## src/rtl/alarm_pkg.sv

```systemverilog
// Shared types for the alarm audio back end.
package alarm_pkg;

  typedef enum logic [2:0] {
    S_IDLE,
    S_BEEP_ON,
    S_BEEP_OFF,
    S_GAP,
    S_DONE
  } tone_state_t;

  function automatic int unsigned max3(input int unsigned a, input int unsigned b,
                                       input int unsigned c);
    int unsigned m;
    m = (a > b) ? a : b;
    return (m > c) ? m : c;
  endfunction

endpackage

```

## src/rtl/tone_divider.sv

```systemverilog
// Restartable square-wave divider: toggles tone every TONE_HALF enabled cycles.
module tone_divider #(
  parameter int unsigned TONE_HALF = 12500
) (
  input  logic clk,
  input  logic rstn,
  input  logic restart,
  input  logic en,
  output logic tone
);

  localparam int TW = $clog2(TONE_HALF) + 1;
  localparam logic [TW-1:0] HALF_LAST = TW'(TONE_HALF - 1);

  logic [TW-1:0] cnt_q, cnt_d;
  logic          tone_q, tone_d;

  always_comb begin
    cnt_d  = cnt_q;
    tone_d = tone_q;
    if (restart) begin
      cnt_d  = '0;
      tone_d = 1'b1;
    end else if (en) begin
      if (cnt_q == HALF_LAST) begin
        cnt_d  = '0;
        tone_d = ~tone_q;
      end else begin
        cnt_d = cnt_q + TW'(1);
      end
    end
  end

  always_ff @(posedge clk) begin
    if (!rstn) begin
      cnt_q  <= '0;
      tone_q <= 1'b0;
    end else begin
      cnt_q  <= cnt_d;
      tone_q <= tone_d;
    end
  end

  assign tone = tone_q;

endmodule

```

## src/rtl/alarm_tone_gen.sv

```systemverilog
// Alarm buzzer driver: beep/burst cadence while aud_en is high, auto-silence after MAX_BURSTS.
module alarm_tone_gen
  import alarm_pkg::*;
#(
  parameter int unsigned TONE_HALF  = 12500,
  parameter int unsigned BEEP_ON    = 5_000_000,
  parameter int unsigned BEEP_OFF   = 5_000_000,
  parameter int unsigned BEEPS      = 4,
  parameter int unsigned GAP        = 25_000_000,
  parameter int unsigned MAX_BURSTS = 60
) (
  input  logic clk,
  input  logic rstn,
  input  logic aud_en,
  output logic aud_out,
  output logic amp_en,
  output logic timed_out
);

  localparam int unsigned PHASE_MAX = max3(BEEP_ON, BEEP_OFF, GAP);
  localparam int PW = $clog2(PHASE_MAX) + 1;
  localparam int BW = $clog2(BEEPS + 1);
  localparam int KW = (MAX_BURSTS == 0) ? 1 : $clog2(MAX_BURSTS + 1);

  localparam logic [PW-1:0] ON_LAST  = PW'(BEEP_ON - 1);
  localparam logic [PW-1:0] OFF_LAST = PW'(BEEP_OFF - 1);
  localparam logic [PW-1:0] GAP_LAST = PW'(GAP - 1);
  localparam logic [BW-1:0] BEEPS_C  = BW'(BEEPS);
  localparam logic [KW-1:0] BURSTS_C = KW'(MAX_BURSTS);

  tone_state_t   state_q, state_d;
  logic [PW-1:0] phase_q, phase_d;
  logic [BW-1:0] beep_q, beep_d, beep_inc;
  logic [KW-1:0] burst_q, burst_d, burst_inc;
  logic          aud_out_q, aud_out_d;
  logic          amp_en_q, amp_en_d;
  logic          timed_out_q, timed_out_d;
  logic          tone_restart;
  logic          tone;

  assign beep_inc  = beep_q + BW'(1);
  assign burst_inc = burst_q + KW'(1);

  // Every transition into BEEP_ON also restarts the divider so each beep opens high.
  always_comb begin
    state_d      = state_q;
    phase_d      = '0;
    beep_d       = beep_q;
    burst_d      = burst_q;
    tone_restart = 1'b0;
    case (state_q)
      S_IDLE: begin
        if (aud_en) begin
          state_d      = S_BEEP_ON;
          beep_d       = '0;
          burst_d      = '0;
          tone_restart = 1'b1;
        end
      end
      S_BEEP_ON: begin
        if (phase_q == ON_LAST) begin
          beep_d  = beep_inc;
          state_d = (beep_inc == BEEPS_C) ? S_GAP : S_BEEP_OFF;
        end else begin
          phase_d = phase_q + PW'(1);
        end
      end
      S_BEEP_OFF: begin
        if (phase_q == OFF_LAST) begin
          state_d      = S_BEEP_ON;
          tone_restart = 1'b1;
        end else begin
          phase_d = phase_q + PW'(1);
        end
      end
      S_GAP: begin
        if (phase_q == GAP_LAST) begin
          beep_d = '0;
          if (MAX_BURSTS != 0) burst_d = burst_inc;
          if ((MAX_BURSTS != 0) && (burst_inc == BURSTS_C)) begin
            state_d = S_DONE;
          end else begin
            state_d      = S_BEEP_ON;
            tone_restart = 1'b1;
          end
        end else begin
          phase_d = phase_q + PW'(1);
        end
      end
      S_DONE: begin
        state_d = S_DONE;
      end
      default: begin
        state_d = S_IDLE;
      end
    endcase

    // Releasing the request wins over any timer expiry in the same cycle.
    if (!aud_en) begin
      state_d      = S_IDLE;
      phase_d      = '0;
      beep_d       = '0;
      burst_d      = '0;
      tone_restart = 1'b0;
    end
  end

  always_comb begin
    aud_out_d   = (state_q == S_BEEP_ON) && tone;
    amp_en_d    = (state_q == S_BEEP_ON) || (state_q == S_BEEP_OFF) || (state_q == S_GAP);
    timed_out_d = (state_q == S_DONE);
  end

  always_ff @(posedge clk) begin
    if (!rstn) begin
      state_q     <= S_IDLE;
      phase_q     <= '0;
      beep_q      <= '0;
      burst_q     <= '0;
      aud_out_q   <= 1'b0;
      amp_en_q    <= 1'b0;
      timed_out_q <= 1'b0;
    end else begin
      state_q     <= state_d;
      phase_q     <= phase_d;
      beep_q      <= beep_d;
      burst_q     <= burst_d;
      aud_out_q   <= aud_out_d;
      amp_en_q    <= amp_en_d;
      timed_out_q <= timed_out_d;
    end
  end

  tone_divider #(
    .TONE_HALF(TONE_HALF)
  ) u_tone_divider (
    .clk    (clk),
    .rstn   (rstn),
    .restart(tone_restart),
    .en     (state_q == S_BEEP_ON),
    .tone   (tone)
  );

  assign aud_out   = aud_out_q;
  assign amp_en    = amp_en_q;
  assign timed_out = timed_out_q;

endmodule

```

## config.mk

```make
export PLATFORM = sky130hd
export DESIGN_NAME = alarm_tone_gen
export DESIGN_NICKNAME = d
export VERILOG_FILES = /design/src/rtl/alarm_pkg.sv /design/src/rtl/tone_divider.sv /design/src/rtl/alarm_tone_gen.sv
export SDC_FILE = /design/constraint.sdc
export NUM_CORES = 1
export LEC_CHECK = 0
export CORE_UTILIZATION = 40
export CTS_CLUSTER_DIAMETER = 150
export DETAILED_ROUTE_END_ITERATION = 8
export HOLD_SLACK_MARGIN = 0.02
export SLEW_MARGIN = 30
export SYNTH_ARGS = -nofsm -noshare
export SYNTH_HDL_FRONTEND = slang
export SYNTH_SLANG_ARGS = --single-unit
```

## constraint.sdc

```tcl
create_clock -name clk -period 3.54 [get_ports clk]
set_clock_uncertainty 0.1 [all_clocks]
set_input_delay 0.531 -clock clk [delete_from_list [all_inputs] [get_ports clk]]
set_output_delay 0.531 -clock clk [all_outputs]
set_load 0.005 [all_outputs]
```

==> summary.md, run 1 <==
| Metric | Value |
|---|---|
| Status | `finished with violations` |
| Failing checks | `DRC` |
| Crit-path cells | `or4b_1 -> or4_4 -> nor4_4 -> buf_4 -> a31oi_1 -> o21ai_2 -> nor3_1` |
| Clk slew on worst S/H paths | `70 ps` |
| Total Power | `1.30 mW` |
| Die area | `7090 um^2` |
| # resized after CTS | `0` |
| Syn Inst Count | `323` |
| Hold Buf Count CTS | `0` |
| Root buffer cell | `clkbuf_8` |
| Drt wl/cell | `12.8 um` |
| Area contributors post-synth | `dfxtp_1, nor2_1, xor2_1` |
| CP Max Fanout | `15` |
| Top_reg_cell synth | `dfxtp_1` |
| Antenna Violating Nets Remaining | `0` |
| DP Cell Count | `399` |
| CTS buffer count | `9` |
| Slack of the critical path | `628 ps` |
| DR DRC count | `2` |
| Max-cap viol count | `0` |
| Core area | `6420 um^2` |
| Crit path DAT | `3000 ps` |
| Endpoints failing hold | `0` |
| Largest net degree at the start of global routing | `27` |
| Max Clk Rate | `0.343 GHz` |
| Vias in the first global route | `2058` |
| Synth top area share | `42.2%` |
| HPWL after DPL | `3690 um` |
| Clock Latency Late Sink | `340 ps` |
| Setup violators final | `0` |
| Clk sink count | `57` |
| Min-Delay Endpoint | `phase_q[0]` |
| GRT overflow | `0` |
| Syn Nets | `331` |
| Actual slew at the worst max-slew pin | `694 ps` |
| Number of port buffers | `5` |
| EDFF count, synth | `0` |
| Layout Cells excl Fill | `415` |
| Area leader, netlist | `dfxtp_1` |
| Crit-path slowest cell | `or4_4` |
| Area delta synth->final | `11.6%` |
| Most frequent cells in the layout | `dfxtp_1, nor2_1, nand2_1` |
| H-tree levels | `3` |
| Synthesized flop and latch total | `57` |
| Leakage power total | `0.982 nW` |
| Req. time, crit path | `3630 ps` |
| Setup Fix Bufs, Post-CTS | `0` |
| Via count | `2211` |
| Worst setup EP type | `register` |
| Routability cong. | `0.794` |
| Synthesized area | `2700 um^2` |
| Number of distinct library cells after synthesis | `43` |
| Setup WS pre-CTS | `617 ps` |
| Worst VDD drop | `0.185 mV` |
| Worst Hold Class | `register to register` |
| Starting DRT DRC Count | `157` |
| Initial antenna violation count | `0` |
| Initial Utilization | `42.1%` |
| Relative slew slack | `53.3%` |
| Routed WL | `5300 um` |
| Most common cell after layout, fill and taps aside | `dfxtp_1` |
| Bufs on Longest Clock Path | `2` |
| Die Width | `84.2 um` |
| Fill count | `646` |
| Share of cells above drive strength 1 | `6.80%` |
| Seq/Total Area, Yosys | `42.2%` |
| First-pass GRT wire length | `9370 um` |
| Tot GR Track Use | `16.7%` |
| Synth warnings | `0` |
| Syn Area/Cell | `8.37 um^2` |
| Reg2reg start | `phase_q[6]` |
| Reg2reg end | `u_tone_divider.cnt_q[7]` |
| CTS tree | `built` |
| Worst Hold Depth | `1` |
| Unrepaired setup endpoints after global routing | `no` |
| Cells on worst reg2reg path | `7` |
| Power Density | `431 nW/um^2` |
| Worst hold start | `phase_q[0]` |
| Type of the worst setup path | `register to register` |
| Period minus WS final | `2910 ps` |
| I/O pins | `6` |
| Detailed Routing Iterations Pass 1 | `7` |
| Worst path max stage delay | `570 ps` |
| Via density | `5.33` |
| Fin crit share | `82.3%` |
| Type of origin of the critical path | `register` |
| Chip Height | `84.2 um` |
| Antenna fix cells | `0` |
| Final Slew Violations | `0` |
| Async set or reset register ratio after synthesis | `0%` |
| Setup slack, reg-to-reg | `630 ps` |
| Cell row count | `29` |
| Final TNS setup | `0 ps` |
| # nets final | `341` |
[power breakdown]
part           leakage, nW  switching [mW]  internal [mW]
registers            0.460         0.00332          0.645
logic                0.413          0.0174         0.0102
clock network        0.109           0.264          0.361
[final cells by class]
cell class	instances	area, um^2	share of cell area, %
Inverter	6	22.5	0.747
Clock inverter	5	53.8	1.78
Tap cell	77	96.3	3.19
Multi-Input combinational cell	252	1490	49.3
Sequential cell	57	1140	37.8
Clock buffer	11	151	5.02
Timing Repair Buffer	7	65.1	2.16
[per-stage QoR]
stage | hold WS (ps) | utilization, % | instance area [um^2]
after global placement | 330 | 43.8 | 2810
final | 358 | 47.0 | 3020
after global routing | 372 | 47.0 | 3020
after detailed placement | 352 | 43.8 | 2810
after floorplan | 317 | - | 2700
after CTS | 362 | 47.0 | 3020
[synth_stat cells (all sizes together) (6+ instances only)]
cell type	n
xnor2	17
a21oi	8
inv	6
and3	8
nor2	55
o21ai	9
nor3	10
nor4	7
dfxtp	57
nand4	13
xor2	20
nand2	39
nand3	19
[worst max-delay path: cells and delay by family, from the launching register on]
family                 cells  cell delay [ps]
AOI/OAI and AO/OA          2              650
and+or+nand+nor            4             1480
buffers and inverters      1              190
DFF                        1              330
[how the worst max path moves through the flow]
| stage | startpoint | end | slack, ps | depth (start not counted) |
|---|---|---|---|---|
| after floorplan | phase_q[6] | phase_q[25] | 920 | 7 |
| after global placement | phase_q[6] | u_tone_divider.cnt_q[7] | 690 | 7 |
| after detailed placement | phase_q[6] | u_tone_divider.cnt_q[7] | 620 | 7 |
| final | phase_q[6] | u_tone_divider.cnt_q[7] | 630 | 7 |
| after global routing | phase_q[6] | u_tone_divider.cnt_q[7] | 440 | 7 |
| after CTS | phase_q[6] | u_tone_divider.cnt_q[7] | 590 | 7 |
[registers in the layout, summed over array words and instances (netlist names)]
signal                flops
state_q                   3
u_tone_divider.tone       1
u_tone_divider.cnt_q     15
timed_out                 1
amp_en                    1
burst_q                   6
phase_q                  26
aud_out                   1
beep_q                    3
[logic make-up (layout without fill, tap and decap cells)]
logic type / after synthesis / in the layout / share of synthesized area [%]
flops: 57 / 57 / 42.2
fa+ha+maj: 5 / 5 / 2.31
buf+inv: 14 / 29 / 2.78
simple gates: 181 / 181 / 34.1
compound gates: 29 / 29 / 6.62
xor+xnor: 37 / 37 / 12.0
[metal layers]
metal / track usage (%) / routed length, um
met5: 0 / 0
met1: 21.0 / 2630
met3: 5.01 / 134
met2: 26.5 / 2440
met4: 7.52 / 94
Note: power is estimated with default switching activity, not from simulation.
==> run 2, diff against run 1 <==
- clock period: 3.54 -> 2.35 ns (I/O delays scaled with it)
==> run 2 against run 1 <==
Net effect: the run ends with DRC, setup timing left; setup slack worse by 660 ps; maximum frequency is 22% higher; count of clock-buffer cells in the layout unchanged; sequential cell count is the same; critical endpoint is now beep_q[0]; largest cell class unchanged.
==> summary.md, run 2 (synthesis results as in run 1) <==
| Metric | Value |
|---|---|
| Worst path max stage delay | `500 ps` |
| Cell row count | `29` |
| Initial Utilization | `42.1%` |
| Clk sink count | `57` |
| HPWL after DPL | `3780 um` |
| Max-cap viol count | `0` |
| Worst VDD drop | `0.447 mV` |
| Relative slew slack | `70.0%` |
| Fin crit share | `101%` |
| Die Width | `84.2 um` |
| Number of port buffers | `5` |
| Largest reg by FF count | `phase_q` |
| Most common cell after layout, fill and taps aside | `dfxtp_1` |
| Via density | `5.22` |
| Core area | `6420 um^2` |
| Post-route cell area | `3220 um^2` |
| Antenna Violating Nets Remaining | `0` |
| Share of cells above drive strength 1 | `14.4%` |
| Routability cong. | `0.803` |
| Period minus WS final | `2380 ps` |
| Leakage power total | `1.10 nW` |
| Actual slew at the worst max-slew pin | `443 ps` |
| Drt wl/cell | `12.1 um` |
| Slack of the critical path | `-32.1 ps` |
| Largest registers | `phase_q: 26 flops, u_tone_divider.cnt_q: 15 flops, burst_q: 6 flops` |
| Tot GR Track Use | `16.9%` |
| Core Util, Final | `50.1%` |
| Buf/Inv on CP | `0` |
| CTS tree | `built` |
| Detailed Routing Iterations Pass 1 | `6` |
| Setup WS pre-CTS | `-34.2 ps` |
| Setup slack, reg-to-reg | `-30 ps` |
| Type of origin of the critical path | `register` |
| CP Max Fanout | `5` |
| Area delta synth->final | `19.1%` |
| Starting DRT DRC Count | `100` |
| Clock Latency Late Sink | `340 ps` |
| Bufs on Longest Clock Path | `2` |
| Crit-path slowest cell | `or4b_1` |
| Setup violators final | `1` |
| Total Power | `1.83 mW` |
| Req. time, crit path | `2540 ps` |
| Dpl cell area | `2990 um^2` |
| DR DRC count | `2` |
| Crit-path cells | `or4b_1 -> or4_4 -> or3_4 -> or3_1 -> a21oi_1 -> o21a_1` |
| Routed WL | `5310 um` |
| Worst setup EP type | `register` |
| Crit path max-delay family | `simple AND/OR/NAND/NOR gates` |
| Chip Height | `84.2 um` |
| Endpoints failing hold | `0` |
| Crit path DAT | `2570 ps` |
| Status | `finished with violations` |
| Final TNS setup | `-32.1 ps` |
| Clk slew on worst S/H paths | `60 ps` |
| Vias in the first global route | `2102` |
| Via count | `2291` |
| Max reg flops | `26` |
| Worst Hold Class | `register to register` |
| Max Clk Rate | `0.420 GHz` |
| Initial antenna violation count | `0` |
| Root buffer cell | `clkbuf_8` |
| Most frequent cells in the layout | `dfxtp_1, nor2_1, nand2_1` |
| Die area | `7090 um^2` |
| GRT overflow | `0` |
| Fill count | `589` |
| Final Slew Violations | `0` |
| Type of the worst setup path | `register to register` |
| # nets final | `365` |
| Failing checks | `DRC, setup timing` |
| I/O pins | `6` |
| H-tree levels | `3` |
| Antenna fix cells | `0` |
| Unrepaired setup endpoints after global routing | `yes` |
| Power Density | `567 nW/um^2` |
| Largest net degree at the start of global routing | `27` |
| First-pass GRT wire length | `9480 um` |
| CTS buffer count | `9` |
run 2: final cells by class:
class | count | area [um^2] | share of cell area [%]
multi-input cells | 252 | 1530 | 47.4
flip-flops and latches | 57 | 1140 | 35.4
repair buffers | 31 | 262 | 8.12
clock buffers | 11 | 141 | 4.39
well taps | 77 | 96.3 | 2.99
clock inverters | 5 | 31.3 | 0.972
inverters | 6 | 22.5 | 0.700
run 2: path summary, 6_finish.rpt:
| path | end | cells after the start | startpoint |
|---|---|---|---|
| worst max-delay path | beep_q[0] | 6 | phase_q[6] |
| worst min-delay path | phase_q[0] | 1 | phase_q[0] |
| worst max register to register | beep_q[0] | 6 | phase_q[6] |
| worst min register to register | phase_q[0] | 1 | phase_q[0] |
run 2: through the flow:
step                      instances  hold WS (ps)
after detailed placement        421           340
after global routing            439           357
final                           439           356
after CTS                       437           352
after floorplan                 323           317
after global placement          421           332
run 2: power breakdown:
part | internal, mW | switching, mW | total (mW) | leakage, nW
registers | 0.971 | 0.00491 | 0.976 | 0.460
clock network | 0.407 | 0.389 | 0.795 | 0.0891
logic | 0.0236 | 0.0303 | 0.0539 | 0.548
run 2: per-layer routing:
| metal | wire length, um | track usage (%) | vias up |
|---|---|---|---|
| li1 | - | - | 1193 |
| met1 | 2590 | 21.6 | 1058 |
| met2 | 2430 | 26.1 | 31 |
| met3 | 216 | 6.59 | 9 |
| met4 | 76 | 5.64 | 0 |
| met5 | 0 | 0 | - |
run 2: repair_timing:
item                       CTS  global route
setup endpoints to repair    4            50
buffers inserted             0             2
hold buffers                 0             0
resized for setup            2            10
pin swaps                    0             1
==> run 3, diff against run 2 <==
- CORE_UTILIZATION: 40 -> 32
==> run 3 against run 2 <==
Net effect: the flow finishes with violations (setup timing); final area rose by 4.2%; critical endpoint unchanged; hold slack worse by 1.1 ps; routed wire length increased by 2.5%; utilization down 9.1 points; highest routed layer unchanged; sequential share of layout area is 1.4 points lower.
==> summary.md, run 3 (synthesis results as in run 1) <==
| Metric | Value |
|---|---|
| Core area | `8180 um^2` |
| Unrepaired setup endpoints after global routing | `yes` |
| Period minus WS final | `2390 ps` |
| Switching Fraction | `20.3%` |
| Layout Cells excl Fill | `469` |
| Most common cell after layout, fill and taps aside | `dfxtp_1` |
| Routability cong. | `0.785` |
| Total Power | `2.11 mW` |
| Routed WL | `5440 um` |
| Failing checks | `setup timing` |
| Final Slew Violations | `0` |
| Tot GR Track Use | `13.9%` |
| Type of origin of the critical path | `register` |
| Clk slew on worst S/H paths | `70 ps` |
| Cell row count | `33` |
| GRT overflow | `0` |
| Post-route cell area | `3350 um^2` |
| Crit path DAT | `2570 ps` |
| Root buffer cell | `clkbuf_8` |
| Antenna fix cells | `0` |
| FF+latch area | `1140 um^2` |
| CTS buffer count | `9` |
| Combinational power share | `2.6%` |
| Antenna Violating Nets Remaining | `0` |
| Relative slew slack | `64.4%` |
| Reg2reg end | `beep_q[0]` |
| Max-cap viol count | `0` |
| DP Cell Count | `450` |
| DR DRC count | `0` |
| Leakage power total | `1.15 nW` |
| Int Pwr | `1.68 mW` |
| Area delta synth->final | `24.1%` |
| Clk sink count | `57` |
| CP Max Fanout | `5` |
| Slack of the critical path | `-37.1 ps` |
| Detailed Routing Iterations Pass 1 | `4` |
| Seq pwr share | `46.3%` |
| HPWL after DPL | `3780 um` |
| Clock Latency Late Sink | `340 ps` |
| Hold WS | `355 ps` |
| Reg2reg start | `phase_q[6]` |
| Area occupied by multi-input gates | `1540 um^2` |
| Largest reg by FF count | `phase_q` |
| Final TNS setup | `-68.0 ps` |
| Clock power frac | `51.1%` |
| Max reg flops | `26` |
| Initial antenna violation count | `0` |
| Drt wl/cell | `11.6 um` |
| Fin crit share | `102%` |
| Worst setup EP type | `register` |
| Share of cells above drive strength 1 | `16.2%` |
| Power Density | `629 nW/um^2` |
| Fill count | `852` |
| Type of the worst setup path | `register to register` |
| Most frequent cells in the layout | `dfxtp_1, nor2_1, nand2_1` |
| Largest registers | `phase_q: 26 flops, u_tone_divider.cnt_q: 15 flops, burst_q: 6 flops` |
| Worst Hold Class | `register to register` |
| Actual slew at the worst max-slew pin | `526 ps` |
| First-pass GRT wire length | `9560 um` |
| Endpoints failing hold | `0` |
| Net switching power | `429 uW` |
| Chip Height | `93.9 um` |
| Via count | `2322` |
| Worst setup path end | `beep_q[0]` |
| CTS tree | `built` |
| Worst VDD drop | `0.365 mV` |
| Critical path startpoint | `phase_q[6]` |
| H-tree levels | `3` |
| Starting DRT DRC Count | `76` |
| Die Width | `93.9 um` |
| Number of port buffers | `5` |
| Vias in the first global route | `2105` |
| Via density | `4.95` |
| Req. time, crit path | `2540 ps` |
| Dpl cell area | `3040 um^2` |
| # nets final | `367` |
| Cells on worst reg2reg path | `6` |
| Largest net degree at the start of global routing | `27` |
| Hold Buf Count CTS | `0` |
| I/O pins | `6` |
| Die area | `8820 um^2` |
| Max Clk Rate | `0.419 GHz` |
| Setup slack, reg-to-reg | `-40 ps` |
| Bufs on Longest Clock Path | `2` |
| Status | `finished with violations` |
| Setup violators final | `3` |
| Initial Utilization | `33.1%` |
run 3: cell count changes in the layout (fill, tap and decap cells not counted), sizes merged:
cell	before	now
buf	26	28
clkinvlp	1	0
clkinv	4	2
clkbuf	11	12
bufinv	0	2
run 3: final cells by class:
type	instances	share of cell area [%]
clock buffers	12	4.92
clock inverters	4	2.20
inverters	6	0.671
multi-input cells	252	45.8
flip-flops and latches	57	34.0
well taps	105	3.92
repair buffers	33	8.50
run 3: how the worst min path moves through the flow:
stage	startpoint	endpoint	cells past startpoint
4_1_cts	phase_q[0]	phase_q[0]	1
5_1_grt	phase_q[0]	phase_q[0]	1
3_5_place_dp	phase_q[0]	phase_q[0]	1
2_1_floorplan	phase_q[0]	phase_q[0]	1
3_3_place_gp	phase_q[0]	phase_q[0]	1
6_report	phase_q[0]	phase_q[0]	1
run 3: repair_timing:
item,in CTS,in global routing
buffers inserted,0,3
gates resized for setup,5,10
pin swaps,0,4
endpoints found under the setup margin,12,50
run 3: power groups by stage:
stage	sequential [mW]	clock, mW	combinational (mW)
2_1_floorplan	0.995	0	0.0330
3_3_place_gp	0.998	0	0.0526
3_5_place_dp	0.998	0	0.0528
4_1_cts	0.976	1.10	0.0541
5_1_grt	0.976	1.15	0.0608
6_report	0.976	1.08	0.0548
run 3: metrics by stage:
stage               utilization (%)  worst slack, ps
finish                         41.0            -37.1
global route                   41.0             -116
CTS                            40.4            -57.3
detailed placement             37.2            -81.9
global placement               37.2            -43.0
floorplan                         -            -45.5
run 3: routing by layer:
layer  vias up  share of wire, %  GRT usage [%]
met5         -                 0              0
met4         0              0.99           4.49
met3         6               4.0           5.83
met2        34                46           21.4
met1      1078                49           17.5
li1       1204                 -              -
run 3: critical path: stages (launching register included):
cell and delay [ps]:
dfxtp_1 310, or4b_1 510, or4_4 480, or3_4 370, or3_1 330, a21oi_2 120
o21a_1 110
